--- src/rtl/fifo_pkg.sv ---
// Shared helpers for the sync_fifo family: width derivation used by the top and RAM.
package fifo_pkg;

  // Bits needed to hold the values 0..depth inclusive.
  function automatic int f_cnt_w(input int depth);
    int w;
    w = 0;
    for (int i = 0; i < 32; i++)
      if ((1 << w) < depth + 1) w++;
    return (w < 1) ? 1 : w;
  endfunction

endpackage

--- src/rtl/fifo_ram.sv ---
// Simple dual-port storage for sync_fifo; the read port is either combinational
// (LUTRAM-friendly) or registered with a read enable (maps to BSRAM output register).
module fifo_ram #(
  parameter int DEPTH      = 16,
  parameter int DATA_WIDTH = 8,
  parameter bit REG_RD     = 1'b0,
  parameter int AW         = $clog2(DEPTH)
) (
  input  logic                  clk_i,
  input  logic                  rst_i,
  input  logic                  we_i,
  input  logic [AW-1:0]         waddr_i,
  input  logic [DATA_WIDTH-1:0] wdata_i,
  input  logic                  re_i,
  input  logic [AW-1:0]         raddr_i,
  output logic [DATA_WIDTH-1:0] rdata_o
);

  logic [DATA_WIDTH-1:0] r_mem [DEPTH];

  always_ff @(posedge clk_i) begin
    if (we_i) r_mem[waddr_i] <= wdata_i;
  end

  generate
    if (REG_RD) begin : g_reg_rd
      logic [DATA_WIDTH-1:0] r_rdata;
      // Only the output register is reset; the array contents survive reset.
      always_ff @(posedge clk_i) begin
        if (rst_i)     r_rdata <= '0;
        else if (re_i) r_rdata <= r_mem[raddr_i];
      end
      assign rdata_o = r_rdata;
    end else begin : g_comb_rd
      logic w_unused;
      assign w_unused = &{1'b0, rst_i, re_i};
      assign rdata_o  = r_mem[raddr_i];
    end
  endgenerate

endmodule

--- src/rtl/sync_fifo.sv ---
// Single-clock FIFO of arbitrary depth with occupancy count, threshold flags,
// sticky error flags and a choice of first-word-fall-through or registered read.
module sync_fifo
  import fifo_pkg::*;
#(
  parameter int DEPTH      = 16,
  parameter int DATA_WIDTH = 8,
  parameter int AF_LEVEL   = DEPTH - 2,
  parameter int AE_LEVEL   = 2,
  parameter bit FWFT       = 1'b1,
  parameter int PTR_W      = $clog2(DEPTH),
  parameter int CNT_W      = f_cnt_w(DEPTH)
) (
  input  logic                  clk_i,
  input  logic                  rst_i,
  input  logic                  wr_i,
  input  logic [DATA_WIDTH-1:0] wdata_i,
  input  logic                  rd_i,
  output logic [DATA_WIDTH-1:0] rdata_o,
  output logic                  rvalid_o,
  output logic                  empty_o,
  output logic                  full_o,
  output logic                  almost_empty_o,
  output logic                  almost_full_o,
  output logic [CNT_W-1:0]      count_o,
  output logic                  overflow_o,
  output logic                  underflow_o,
  input  logic                  clr_err_i
);

  generate
    if (DEPTH < 2) begin : g_bad_depth
      $error("sync_fifo: DEPTH must be >= 2");
    end
    if (AF_LEVEL < 1 || AF_LEVEL > DEPTH) begin : g_bad_af
      $error("sync_fifo: AF_LEVEL must be in 1..DEPTH");
    end
    if (AE_LEVEL < 0 || AE_LEVEL >= DEPTH) begin : g_bad_ae
      $error("sync_fifo: AE_LEVEL must be in 0..DEPTH-1");
    end
  endgenerate

  localparam logic [PTR_W-1:0] LAST  = PTR_W'(DEPTH - 1);
  localparam logic [CNT_W-1:0] C_MAX = CNT_W'(DEPTH);
  localparam logic [CNT_W-1:0] C_AF  = CNT_W'(AF_LEVEL);
  localparam logic [CNT_W-1:0] C_AE  = CNT_W'(AE_LEVEL);

  logic [PTR_W-1:0] r_head, r_tail;
  logic [CNT_W-1:0] r_count;
  logic             r_ovf, r_unf;
  logic             w_empty, w_full, w_wr_acc, w_rd_acc;

  assign w_empty  = (r_count == '0);
  assign w_full   = (r_count == C_MAX);
  assign w_wr_acc = wr_i & ~w_full;
  assign w_rd_acc = rd_i & ~w_empty;

  always_ff @(posedge clk_i) begin
    if (rst_i) begin
      r_head  <= '0;
      r_tail  <= '0;
      r_count <= '0;
      r_ovf   <= 1'b0;
      r_unf   <= 1'b0;
    end else begin
      // Explicit wrap so non-power-of-two depths never address past DEPTH-1.
      if (w_wr_acc) r_head <= (r_head == LAST) ? '0 : r_head + 1'b1;
      if (w_rd_acc) r_tail <= (r_tail == LAST) ? '0 : r_tail + 1'b1;
      case ({w_wr_acc, w_rd_acc})
        2'b10:   r_count <= r_count + 1'b1;
        2'b01:   r_count <= r_count - 1'b1;
        default: r_count <= r_count;
      endcase
      // A new error event takes priority over a coincident clear.
      r_ovf <= (wr_i & w_full)  | (r_ovf & ~clr_err_i);
      r_unf <= (rd_i & w_empty) | (r_unf & ~clr_err_i);
    end
  end

  fifo_ram #(
    .DEPTH      (DEPTH),
    .DATA_WIDTH (DATA_WIDTH),
    .REG_RD     (!FWFT),
    .AW         (PTR_W)
  ) u_ram (
    .clk_i   (clk_i),
    .rst_i   (rst_i),
    .we_i    (w_wr_acc),
    .waddr_i (r_head),
    .wdata_i (wdata_i),
    .re_i    (w_rd_acc),
    .raddr_i (r_tail),
    .rdata_o (rdata_o)
  );

  generate
    if (FWFT) begin : g_fwft
      assign rvalid_o = ~w_empty;
    end else begin : g_regrd
      logic r_rvalid;
      always_ff @(posedge clk_i) begin
        if (rst_i) r_rvalid <= 1'b0;
        else       r_rvalid <= w_rd_acc;
      end
      assign rvalid_o = r_rvalid;
    end
  endgenerate

  assign empty_o        = w_empty;
  assign full_o         = w_full;
  assign almost_empty_o = (r_count <= C_AE);
  assign almost_full_o  = (r_count >= C_AF);
  assign count_o        = r_count;
  assign overflow_o     = r_ovf;
  assign underflow_o    = r_unf;

endmodule

--- config.mk ---
export PLATFORM = sky130hd
export DESIGN_NAME = sync_fifo
export DESIGN_NICKNAME = d
export VERILOG_FILES = /design/src/rtl/fifo_pkg.sv /design/src/rtl/fifo_ram.sv /design/src/rtl/sync_fifo.sv
export SDC_FILE = /design/constraint.sdc
export NUM_CORES = 1
export LEC_CHECK = 0
export BUFFER_PORTS_ARGS = -buffer_cell sky130_fd_sc_hd__buf_2
export CORE_UTILIZATION = 55
export DETAILED_ROUTE_END_ITERATION = 8
export PLACE_DENSITY = 0.73
export SLEW_MARGIN = 10
export SYNTH_ARGS = -nofsm -noshare
export SYNTH_HDL_FRONTEND = slang
export SYNTH_HIERARCHICAL = 1
export SYNTH_SLANG_ARGS = --single-unit
--- constraint.sdc ---
create_clock -name clk_i -period 3.3 [get_ports clk_i]
set_input_delay 0.495 -clock clk_i [delete_from_list [all_inputs] [get_ports clk_i]]
set_output_delay 0.495 -clock clk_i [all_outputs]
set_load 0.02 [all_outputs]
**After elaboration in Yosys (flattened, before gate mapping)**

Memories as Yosys holds them, arrays and structs flattened. A register that Yosys moved wholly into a read port is not among the register bits.
Cells that the tools add are included.

- $add $sub $neg: 4
- Magnitude comparators: 2
- Equality and inequality tests: 5
- Multiplexer cells: 7
- Bitwise gates (word level): 11
- Reduce and logical (&&, ||, !) cells: 2

Operators with widths:

| kind | number |
|---|---|
| $mux 4 | 4 |
| $pmux 5 s2 | 1 |
| $add 4x1->4 const B | 2 |
| $eq 4x4->1 const B | 2 |
| $and 1x1->1 | 6 |
| $add 5x1->5 const B | 1 |
| $eq 5x5->1 const B | 1 |
| $ge 5x4->1 const B | 1 |
| $le 5x2->1 const B | 1 |
| $logic_not 5->1 | 1 |
| $sub 5x1->5 const B | 1 |
| $not 1->1 | 3 |
| $eq 2x1->1 const B | 1 |
| $eq 2x2->1 const B | 1 |
| $mux 1 | 2 |
| $or 1x1->1 | 2 |
| $reduce_bool 2->1 | 1 |

- Flip-flop bits (word level): 15
- RAM bits: 128
- Bits of input ports: 13
- Memories: 1

Memories:

| name | depth | bits a word | rd ports | clocked after Yosys merged registers in | write ports | RTL line | RTL |
|---|---|---|---|---|---|---|---|
| u_ram.r_mem | 16 | 8 | 1 | 1 | 1 | fifo_ram.sv:19 | `logic [DATA_WIDTH-1:0] r_mem [DEPTH];` |

**Depth between registers and ports, before layout**

Gate-level depths: netlist of run 1.

- Word-level depth: 5
- Mapped depth: 12
- Gate-level depth less buffers: 10

**By module**

The synthesis of run 1 kept the hierarchy.

By module, submodules not included:

| module | times used | cells each | area an instance (sq um) | sequential area each (sq um) |
|---|---|---|---|---|
| fifo_ram | 1 | 221 | 4,987.3 | 3,843.7 |
| sync_fifo | 1 | 102 | 893.4 | 300.3 |

**Worst setup path after synthesis of run 1**

No wires, ideal clock.

- Kind: reg2reg
- Start: register r_count[2] (netlist: count_o[2])
- End: register r_count[4] (netlist: count_o[4])
- Library setup time: 0.121 ns
- Arrival: 2.580 ns
- Slack: 0.600 ns
- Cell stages (with the launch flop): 13
- Buffers on the path: 2
- Clock period less this slack: 2.700 ns
- Cell sequence: dfxtp_1 -> buf_2 -> nor2_1 -> a31oi_2 -> inv_1 -> ha_1 -> buf_2 -> xor2_1 -> ha_1 -> and3b_1 -> o21ai_0 -> a31oi_1 -> mux2_2

- Cells in the longest elaborated chain, start to end: 5
- Elaborated cells between the ends (all ways): 12

RTL lines:

| item | RTL line | RTL |
|---|---|---|
| from (decl) | sync_fifo.sv:49 | `logic [CNT_W-1:0] r_count;` |
| from (signal assigned) | sync_fifo.sv:70 | `2'b10: r_count <= r_count + 1'b1;` |
| from (signal assigned) | sync_fifo.sv:71 | `2'b01: r_count <= r_count - 1'b1;` |
| from (signal assigned) | sync_fifo.sv:72 | `default: r_count <= r_count;` |
| $eq 5x5->1 (*) | sync_fifo.sv:54 | `assign w_full = (r_count == C_MAX);` |
| $not 1->1 (*) | sync_fifo.sv:55 | `assign w_wr_acc = wr_i & ~w_full;` |
| $and 1x1->1 (*) | sync_fifo.sv:55 |  |
| via w_wr_acc | sync_fifo.sv:51 | `logic w_empty, w_full, w_wr_acc, w_rd_acc;` |
| $eq 2x1->1 or $eq 2x2->1 (tied branches) | sync_fifo.sv:69 | `case ({w_wr_acc, w_rd_acc})` |
| $pmux 5 s2 or $reduce_bool 2->1 (tied branches) | -- |  |

The timed path passes the listed nets; every way through them passes the cells marked *.
A chain may end at the register's enable or synchronous reset.

==> flow_summary.toml, run 1 <==
[outcome]
status = "finished clean"

[yosys]
synth_cells = 323
syn_area_per_cell_um2 = 18.2
yosys_warnings = 6
async_reset_ff_share_pct = 0
netlist-cell-type-count = 43
netlist_area_um2 = 5880
synth_edf_count = 128
synth_ff_type = "edfxtp_1"
ys_ff_latch = 143
ys_seq_area_share_pct = 70.5
synth_fp_nets = 341

[drt]
drc = 0
routed_wl_um = 11000
wire_per_inst_um = 21.2
firstDrtPassIters = 4
drtAntennaViolNets = 0
vias = 3109
avgViaCountPerCell = 5.97
drt-initial-drc-count = 235

[place]
dp_slack_ns = 0.569
dp_hpwl_um = 7100
io_buffers = 32
gp_congestion = 0.737

[floorplan]
die-width_um = 105
initial_core_util_pct = 57.0
fp.dieH_um = 105
die-area_um2 = 11100
ios = 33
fp.coreArea_um2 = 10300
fp-row-count = 37

[run]
drv_cap = 0

[timing]
fin_ws_ns = 0.530
fmax_mhz = 361
period_minus_slack_ns = 2.77
fin_tns_setup_ns = 0
setup_viol = 0
worst_pin_slew_ns = 0.809
slew_headroom_pct = 45.8
finClkSkew_ns = 0.00701
hold_violations = 0
drv_slew = 0
rsz0062_at_grt = "no"
post-route-period-util_pct = 83.9

[power_and_ir_drop]
power_mw = 5.29
p_comb_share_pct = 23.3
clkPwrFrac_pct = 36.6
powerDensity_nw_per_um2 = 775
switchingPower_mw = 1.47
sw_frac_of_total_pct = 27.7
p_int_mw = 3.83
ir_worst_vdd_mv = 0.442
power_frac_seq_pct = 40.1
p_leak_nw = 2.34

[clocking]
cts_setup_buffers = 0
root_buffer = "clkbuf_8"
clockBufferDepth = 2
ctsResizeCount = 0
clkLatencyLatePin_ns = 0.51
path_clk_slew_ns = 0.06
cts_sinks = 143
hold_buffers = 0
cts_tree = "built"
cts_buffers = 17
htreeDepth = 4

[global_route]
grt_pass1_wl_um = 17300
globalRouteMet1Util_pct = 29.4
antenna_found_initial = 0
grt_start_max_net_pins = 38
grt.busiest_layer = "met2"
grt-ovfl-total = 0
grt_pass1_vias = 3045
met3_usage_pct = 4.45
globalRouteTotalUtil_pct = 21.9
use_met2_pct = 36.1

[cells_and_area]
drive_above_1_share_pct = 27.5
mostFrequentLayoutCell = "edfxtp_1"
nNetsFinal = 391
nFillCells = 692
syn2layout_area_growth_pct = 16.1
insertedDiodeCount = 0
layout_common_cells = "128 x edfxtp_1, 32 x buf_2, 27 x nor2_1"

[worst_setup_path]
path_class = "flop to output port"
crit_path_end_kind = "output port"
crit_fanout = 37
critPathLaunchType = "flop"
required_ns = 2.80
cp.arrival_ns = 2.27

[worst_hold_path]
hold_path.class = "primary input to flop"
==> routing by layer <==
| layer | vias to the layer above | share of wire, % |
|---|---|---|
| met3 | 10 | 6.0 |
| met5 | - | 0 |
| li1 | 1416 | - |
| met2 | 90 | 52 |
| met1 | 1593 | 41 |
| met4 | 0 | 1.2 |
==> kinds of logic (layout without fill, tap and decap cells) <==
kind of cell	after synthesis	in the layout	share of synthesized area [%]
flip-flops	143	143	70.5
AND/OR/NAND/NOR	69	69	5.74
AO/OA/AOI/OAI	41	41	5.34
multiplexers	39	39	14.4
buffers and inverters	21	83	2.26
adder cells (fa/ha/maj)	5	5	1.06
XOR/XNOR	5	5	0.745
==> flip-flops by register name, indices dropped and copies added, names as in the netlist <==
name	cells
overflow_o	1
u_ram/r_mem	128
r_head	4
count_o	5
r_tail	4
underflow_o	1
==> worst paths after layout <==
kind	start	to	slack, ns	cells past startpoint
setup reg to reg	count_o[2]$_SDFFE_PP0P_	count_o[4]$_SDFFE_PP0P_	0.54	9
hold / removal	wr_i	overflow_o$_SDFF_PP0_	0.23	3
setup / recovery	r_tail[0]$_SDFFE_PP0P_	rdata_o[0]	0.53	5
hold reg to reg	overflow_o$_SDFF_PP0_	overflow_o$_SDFF_PP0_	0.60	3
==> worst max-delay path, cell delays in order (launching register included) <==
cell,delay (ns)
dfxtp_2,0.34
buf_12,0.26
mux4_1,0.63
a22oi_1,0.23
nand2_1,0.12
buf_2,0.17
==> Yosys cell counts (2+ instances only) <==
library cell     instances  share of area (%)
mux2i_1                  5               0.85
clkdlybuf4s25_2          3               0.51
edfxtp_1               128                 65
nand2b_1                 2               0.21
nor3_1                   6               0.51
mux4_1                  14                6.3
a22oi_1                 16                2.0
nand3b_1                 3               0.38
nand2_1                 13               0.83
inv_1                    5               0.32
o21ai_0                  4               0.34
a31oi_1                  3               0.32
buf_6                    3               0.57
clkbuf_1                 2               0.13
xor2_1                   4               0.60
mux2_2                   2               0.38
nor2_1                  27                1.7
a21oi_1                  7               0.60
ha_1                     5                1.1
buf_2                    7               0.60
mux4_2                  18                6.9
a311oi_1                 2               0.30
a31o_2                   2               0.30
nand3_1                  3               0.26
nor2b_1                  7               0.74
dfxtp_1                 15                5.1
==> power by group through the flow <==
stage	logic, mW	registers (mW)	clock network [mW]
after floorplan	0.902	2.17	0
after global placement	1.21	2.15	0
after detailed placement	1.24	2.16	0
after CTS	1.25	2.12	1.97
after global routing	1.34	2.13	2.05
final	1.23	2.12	1.94
==> layout make-up <==
cell class,instances,area [um^2],area share (%)
well taps,136,170,2.49
inverters,5,18.8,0.275
repair buffers,47,285,4.18
clock buffers,18,418,6.12
multi-input cells,159,1600,23.5
clock inverters,13,189,2.77
flip-flops and latches,143,4150,60.7
==> stage by stage <==
step	area [um^2]	util (%)	hold slack [ns]	instances
floorplan	5880	-	0.558	323
global placement	6220	60.3	0.573	490
detailed placement	6220	60.3	0.586	490
CTS	6830	66.2	0.213	521
global route	6830	66.2	0.228	521
finish	6830	66.2	0.233	521
Power figures use the tool's default switching activity.
==> run 2, diff against run 1 <==
==> constraint.sdc (replaced) <==
create_clock -name clk_i -period 2.7 [get_ports clk_i]
set_input_delay 0.405 -clock clk_i [delete_from_list [all_inputs] [get_ports clk_i]]
set_output_delay 0.405 -clock clk_i [all_outputs]
set_load 0.02 [all_outputs]
==> run 2 against run 1 <==
  * Critical path type unchanged
  * Non-clock buffer count is 12 higher
  * Sequential cell count did not move
  * Critical path depth is the same
  * Largest cell class unchanged
  * Register-to-register slack worse by 0.37 ns
==> flow_summary.toml, run 2 (synthesis gave the netlist of run 1 again) <==
[floorplan]
ios = 33
fp.dieH_um = 105
die-area_um2 = 11100
fp-row-count = 37
die-width_um = 105
fp.coreArea_um2 = 10300
initial_core_util_pct = 57.0

[cells_and_area]
largest_register = "u_ram/r_mem"
nNetsFinal = 403
largest_reg_flops = 128
stdcell_count = 533
mostFrequentLayoutCell = "edfxtp_1"
design_area_um2 = 6960
syn2layout_area_growth_pct = 18.3
insertedDiodeCount = 0
drive_above_1_share_pct = 30.7
layout_common_cells = "128 x edfxtp_1, 32 x buf_2, 27 x nor2_1"

[worst_setup_path]
crit_path_end_kind = "output port"
path_buf_inv = 2
critical_path_depth = 5
path_delay_family = "multiplexers"
path_class = "flop to output port"
critPathMaxStageDelay_ns = 0.59
critPathSlowestCell = "mux4_1"
crit_fanout = 19
crit_path_cell_trace = "buf_12 -> mux4_1 -> a22oi_1 -> nand2_1 -> buf_2"
reg2reg_depth = 9
cp.arrival_ns = 2.26
required_ns = 2.30
critPathLaunchType = "flop"

[drt]
drt-initial-drc-count = 257
wire_per_inst_um = 21.7
drtAntennaViolNets = 0
routed_wl_um = 11600
drc = 0
vias = 3169
firstDrtPassIters = 7
avgViaCountPerCell = 5.95

[timing]
finClkSkew_ns = 0.00565
period_minus_slack_ns = 2.66
worst_pin_slew_ns = 0.755
slew_headroom_pct = 49.5
hold_slack_ns = 0.148
rsz0062_at_grt = "yes"
post-route-period-util_pct = 98.5
setup_viol = 0
drv_slew = 0
fmax_mhz = 376
hold_violations = 0

[power_and_ir_drop]
powerDensity_nw_per_um2 = 939
p_leak_nw = 2.42
ir_worst_vdd_mv = 0.516
power_mw = 6.54

[global_route]
globalRouteTotalUtil_pct = 22.7
grt_pass1_vias = 3215
grt_start_max_net_pins = 29
grt_pass1_wl_um = 17800
antenna_found_initial = 0
grt-ovfl-total = 0

[clocking]
root_buffer = "clkbuf_8"
clockBufferDepth = 2
path_clk_slew_ns = 0.06
cts_sinks = 143
cts_tree = "built"
cts_buffers = 17
hold_buffers = 0
htreeDepth = 4
clkLatencyLatePin_ns = 0.51

[worst_hold_path]
min_path_cells = 3
hold_path.class = "primary input to flop"

[place]
io_buffers = 32
gp_congestion = 0.829
dp_hpwl_um = 7220
placed_area_um2 = 6310
dpl.cell_count = 500

[outcome]
status = "finished clean"

[run]
drv_cap = 0
-- run 2: worst paths after layout --
check                          startpoint                 endpoint  slack, ns
setup reg to reg  count_o[2]$_SDFFE_PP0P_  count_o[4]$_SDFFE_PP0P_       0.17
hold reg to reg     overflow_o$_SDFF_PP0_    overflow_o$_SDFF_PP0_       0.61
hold / removal                       wr_i    overflow_o$_SDFF_PP0_       0.15
setup / recovery   r_tail[0]$_SDFFE_PP0P_               rdata_o[3]       0.04
-- run 2: stage by stage --
step | worst slack [ns] | utilization [%] | setup TNS, ns
2_1_floorplan | 0.0823 | - | 0
3_3_place_gp | 0.181 | 61.1 | 0
3_5_place_dp | 0.0942 | 61.1 | 0
4_1_cts | 0.00628 | 67.1 | 0
5_1_grt | -0.00938 | 67.4 | -0.0274
6_report | 0.0395 | 67.4 | 0
-- run 2: what timing repair did --
action                     in CTS  in global routing
resized for setup               0                  5
buffers inserted                0                  1
setup endpoints to repair       3                  6
cloned                          1                  0
-- run 2: layout make-up --
class	count	area [um^2]
timing repair buffer	59	400
multi-input combinational	159	1640
clock buffer	18	418
fill	652	3360
tap	136	170
clock inverter	13	171
sequential	143	4150
inverter	5	18.8
-- run 2: power breakdown --
part | internal (mW) | switching (mW) | total (mW)
Sequential | 2.51 | 0.0629 | 2.57
Clock | 1.48 | 0.834 | 2.32
Combinational | 0.767 | 0.884 | 1.65
-- run 2: worst register-to-register path, cell delays in order, from the launching register on --
cell and delay [ns]:
dfxtp_1 0.31, or3_4 0.41, o31a_4 0.34, ha_2 0.24
xor2_1 0.17, ha_1 0.20, and3b_1 0.15, o21ai_0 0.07
a31oi_1 0.18, mux2_2 0.35
-- run 2: layer usage --
layer,global-route usage (%),wire length [um],up-vias
met4,6.54,133,0
met2,38.5,6150,88
met3,5.75,489,11
li1,-,-,1446
met1,29.0,4800,1624
met5,0,0,-
==> run 3, diff against run 2 <==
--- a/config.mk
+++ b/config.mk
@@ -6,9 +6,9 @@
 export NUM_CORES = 1
 export LEC_CHECK = 0
 export BUFFER_PORTS_ARGS = -buffer_cell sky130_fd_sc_hd__buf_2
-export CORE_UTILIZATION = 55
+export CORE_UTILIZATION = 54
 export DETAILED_ROUTE_END_ITERATION = 8
-export PLACE_DENSITY = 0.73
+export PLACE_DENSITY = 0.75
 export SLEW_MARGIN = 10
 export SYNTH_ARGS = -nofsm -noshare
 export SYNTH_HDL_FRONTEND = slang
==> constraint.sdc (replaced) <==
create_clock -name clk_i -period 2.2 [get_ports clk_i]
set_input_delay 0.33 -clock clk_i [delete_from_list [all_inputs] [get_ports clk_i]]
set_output_delay 0.33 -clock clk_i [all_outputs]
set_load 0.02 [all_outputs]
==> run 3 against run 2 <==
  * The flow now finishes with violations (negative setup slack)
  * Sequential power is 24% higher
  * Non-clock buffer count is 26 higher
  * Sequential share of layout area is 3.1 points lower
  * Worst hold slack worse by 0.089 ns
  * First-iteration DRC count is 5.1% higher
  * Global-route usage is 2.3 points higher
  * Die area is 1.8% higher
  * Register-to-register slack worse by 0.36 ns
==> flow_summary.toml, run 3 (synthesis gave the netlist of run 1 again) <==
[power_and_ir_drop]
power_frac_seq_pct = 36.5
powerDensity_nw_per_um2 = 1190
p_leak_nw = 2.54
p_int_mw = 6.24
ir_worst_vdd_mv = 0.750
sw_frac_of_total_pct = 28.6
clkPwrFrac_pct = 33.1
switchingPower_mw = 2.49
p_comb_share_pct = 30.4

[floorplan]
fp.coreArea_um2 = 10500
initial_core_util_pct = 56.2
ios = 33
fp-row-count = 37
fp.dieH_um = 106
die-area_um2 = 11300
die-width_um = 106

[cells_and_area]
largest_reg_flops = 128
insertedDiodeCount = 0
syn2layout_area_growth_pct = 25.1
stdcell_count = 560
largest_register = "u_ram/r_mem"
mostFrequentLayoutCell = "edfxtp_1"
nNetsFinal = 429
finish.utilization_pct = 70.3
nFillCells = 682
drive_above_1_share_pct = 44.8
design_area_um2 = 7360
layout_common_cells = "128 x edfxtp_1, 44 x buf_4, 29 x mux4_2"

[timing]
period_minus_slack_ns = 2.52
fin_ws_ns = -0.319
rsz0062_at_grt = "yes"
finClkSkew_ns = 0.00717
hold_violations = 0
setup_viol = 10
post-route-period-util_pct = 114
slew_headroom_pct = 57.6
hold_slack_ns = 0.0587
worst_pin_slew_ns = 0.633
drv_slew = 0
fmax_mhz = 397

[worst_setup_path]
critPathMaxStageDelay_ns = 0.51
required_ns = 1.87
crit_fanout = 6
reg2reg_depth = 8
path_delay_family = "multiplexers"
cp-startpoint = "r_tail[0]$_SDFFE_PP0P_"
worstReg2RegStart = "count_o[4]$_SDFFE_PP0P_"
cp.arrival_ns = 2.19
critPathSlowestCell = "mux4_2"
critPathLaunchType = "flop"
crit_path_cell_trace = "buf_12 -> buf_16 -> mux4_2 -> a22oi_2 -> nand2_2 -> buf_6"
r2r_slack_ns = -0.19
path_class = "flop to output port"
regToRegEndpoint = "count_o[4]$_SDFFE_PP0P_"
crit_path_end_kind = "output port"
path_buf_inv = 3

[drt]
routed_wl_um = 13200
drc = 0
firstDrtPassIters = 6
avgViaCountPerCell = 6.11
drt-initial-drc-count = 270
wire_per_inst_um = 23.6
drtAntennaViolNets = 0
vias = 3422

[worst_hold_path]
min_from = "wr_i"
min_path_cells = 3
hold_path.class = "primary input to flop"
holdPathEnd = "overflow_o$_SDFF_PP0_"

[clocking]
cts_buffers = 17
cts_tree = "built"
path_clk_slew_ns = 0.06
clkLatencyLatePin_ns = 0.52
cts_sinks = 143
htreeDepth = 4
root_buffer = "clkbuf_8"
clockBufferDepth = 2

[place]
dp_slack_ns = -0.192
dp_hpwl_um = 7680
dpl.cell_count = 520
gp_congestion = 0.752
io_buffers = 32
placed_area_um2 = 6520

[global_route]
grt_pass1_vias = 3429
grt_pass1_wl_um = 19600
grt_start_max_net_pins = 21
grt-ovfl-total = 0
antenna_found_initial = 0
globalRouteTotalUtil_pct = 25.0

[outcome]
status = "finished, violations left"
violations = "negative setup slack"

[run]
drv_cap = 0
run 3: changes by cell type in the layout (fill, tap and decap cells not counted), moves of 4 or more:
cell / change
nor2_1: -4
buf_6: +7
clkinv_2: -5
buf_2: -5
a22oi_2: +8
mux4_2: +11
nor2_2: +4
mux4_1: -11
dfxtp_1: -4
a22oi_1: -8
clkinvlp_4: +5
buf_4: +19
buf_12: +4
run 3: per-layer routing:
layer | share of wire (%) | global-route usage [%]
met5 | 0 | 0
met4 | 1.9 | 10.4
met2 | 51 | 41.8
met1 | 40 | 31.4
met3 | 6.4 | 5.76
run 3: repair_timing:
item / CTS / global route
hold buffers: 0 / 0
resized for setup: 43 / 9
pin swaps: 14 / 10
cloned: 3 / 0
buffers inserted: 6 / 0
endpoints found under the setup margin: 13 / 11
hold endpoints to repair: 0 / 0
run 3: cell type report:
class	count	area, um^2	share of cell area [%]
flip-flops and latches	143	4160	56.5
multi-input cells	159	1710	23.2
repair buffers	85	699	9.51
clock buffers	20	445	6.05
well taps	136	170	2.31
clock inverters	12	159	2.16
inverters	5	18.8	0.255
run 3: stage by stage:
stage,TNS (ns),power [mW]
floorplan,-0.523,4.67
global placement,-0.187,5.33
detailed placement,-0.289,5.38
CTS,-2.62,8.77
global route,-3.02,9.04
finish,-2.36,8.73
run 3: tightest hold or removal path, cell delays in order:
cell     delay [ns]
buf_2          0.09
a21oi_1        0.05
nor2_1         0.07
run 3: power by group through the flow:
stage	logic (mW)	clock network, mW	registers, mW
floorplan	1.40	0	3.27
global placement	2.11	0	3.22
detailed placement	2.16	0	3.22
CTS	2.67	2.91	3.19
global route	2.83	3.01	3.20
finish	2.66	2.89	3.19
run 3: worst max-delay path by stage:
stage	cells after the start	end
finish	6	rdata_o[6]
floorplan	10	count_o[4]$_SDFFE_PP0P_
detailed placement	9	count_o[4]$_SDFFE_PP0P_
global placement	9	count_o[4]$_SDFFE_PP0P_
CTS	7	rdata_o[7]
global route	7	rdata_o[7]
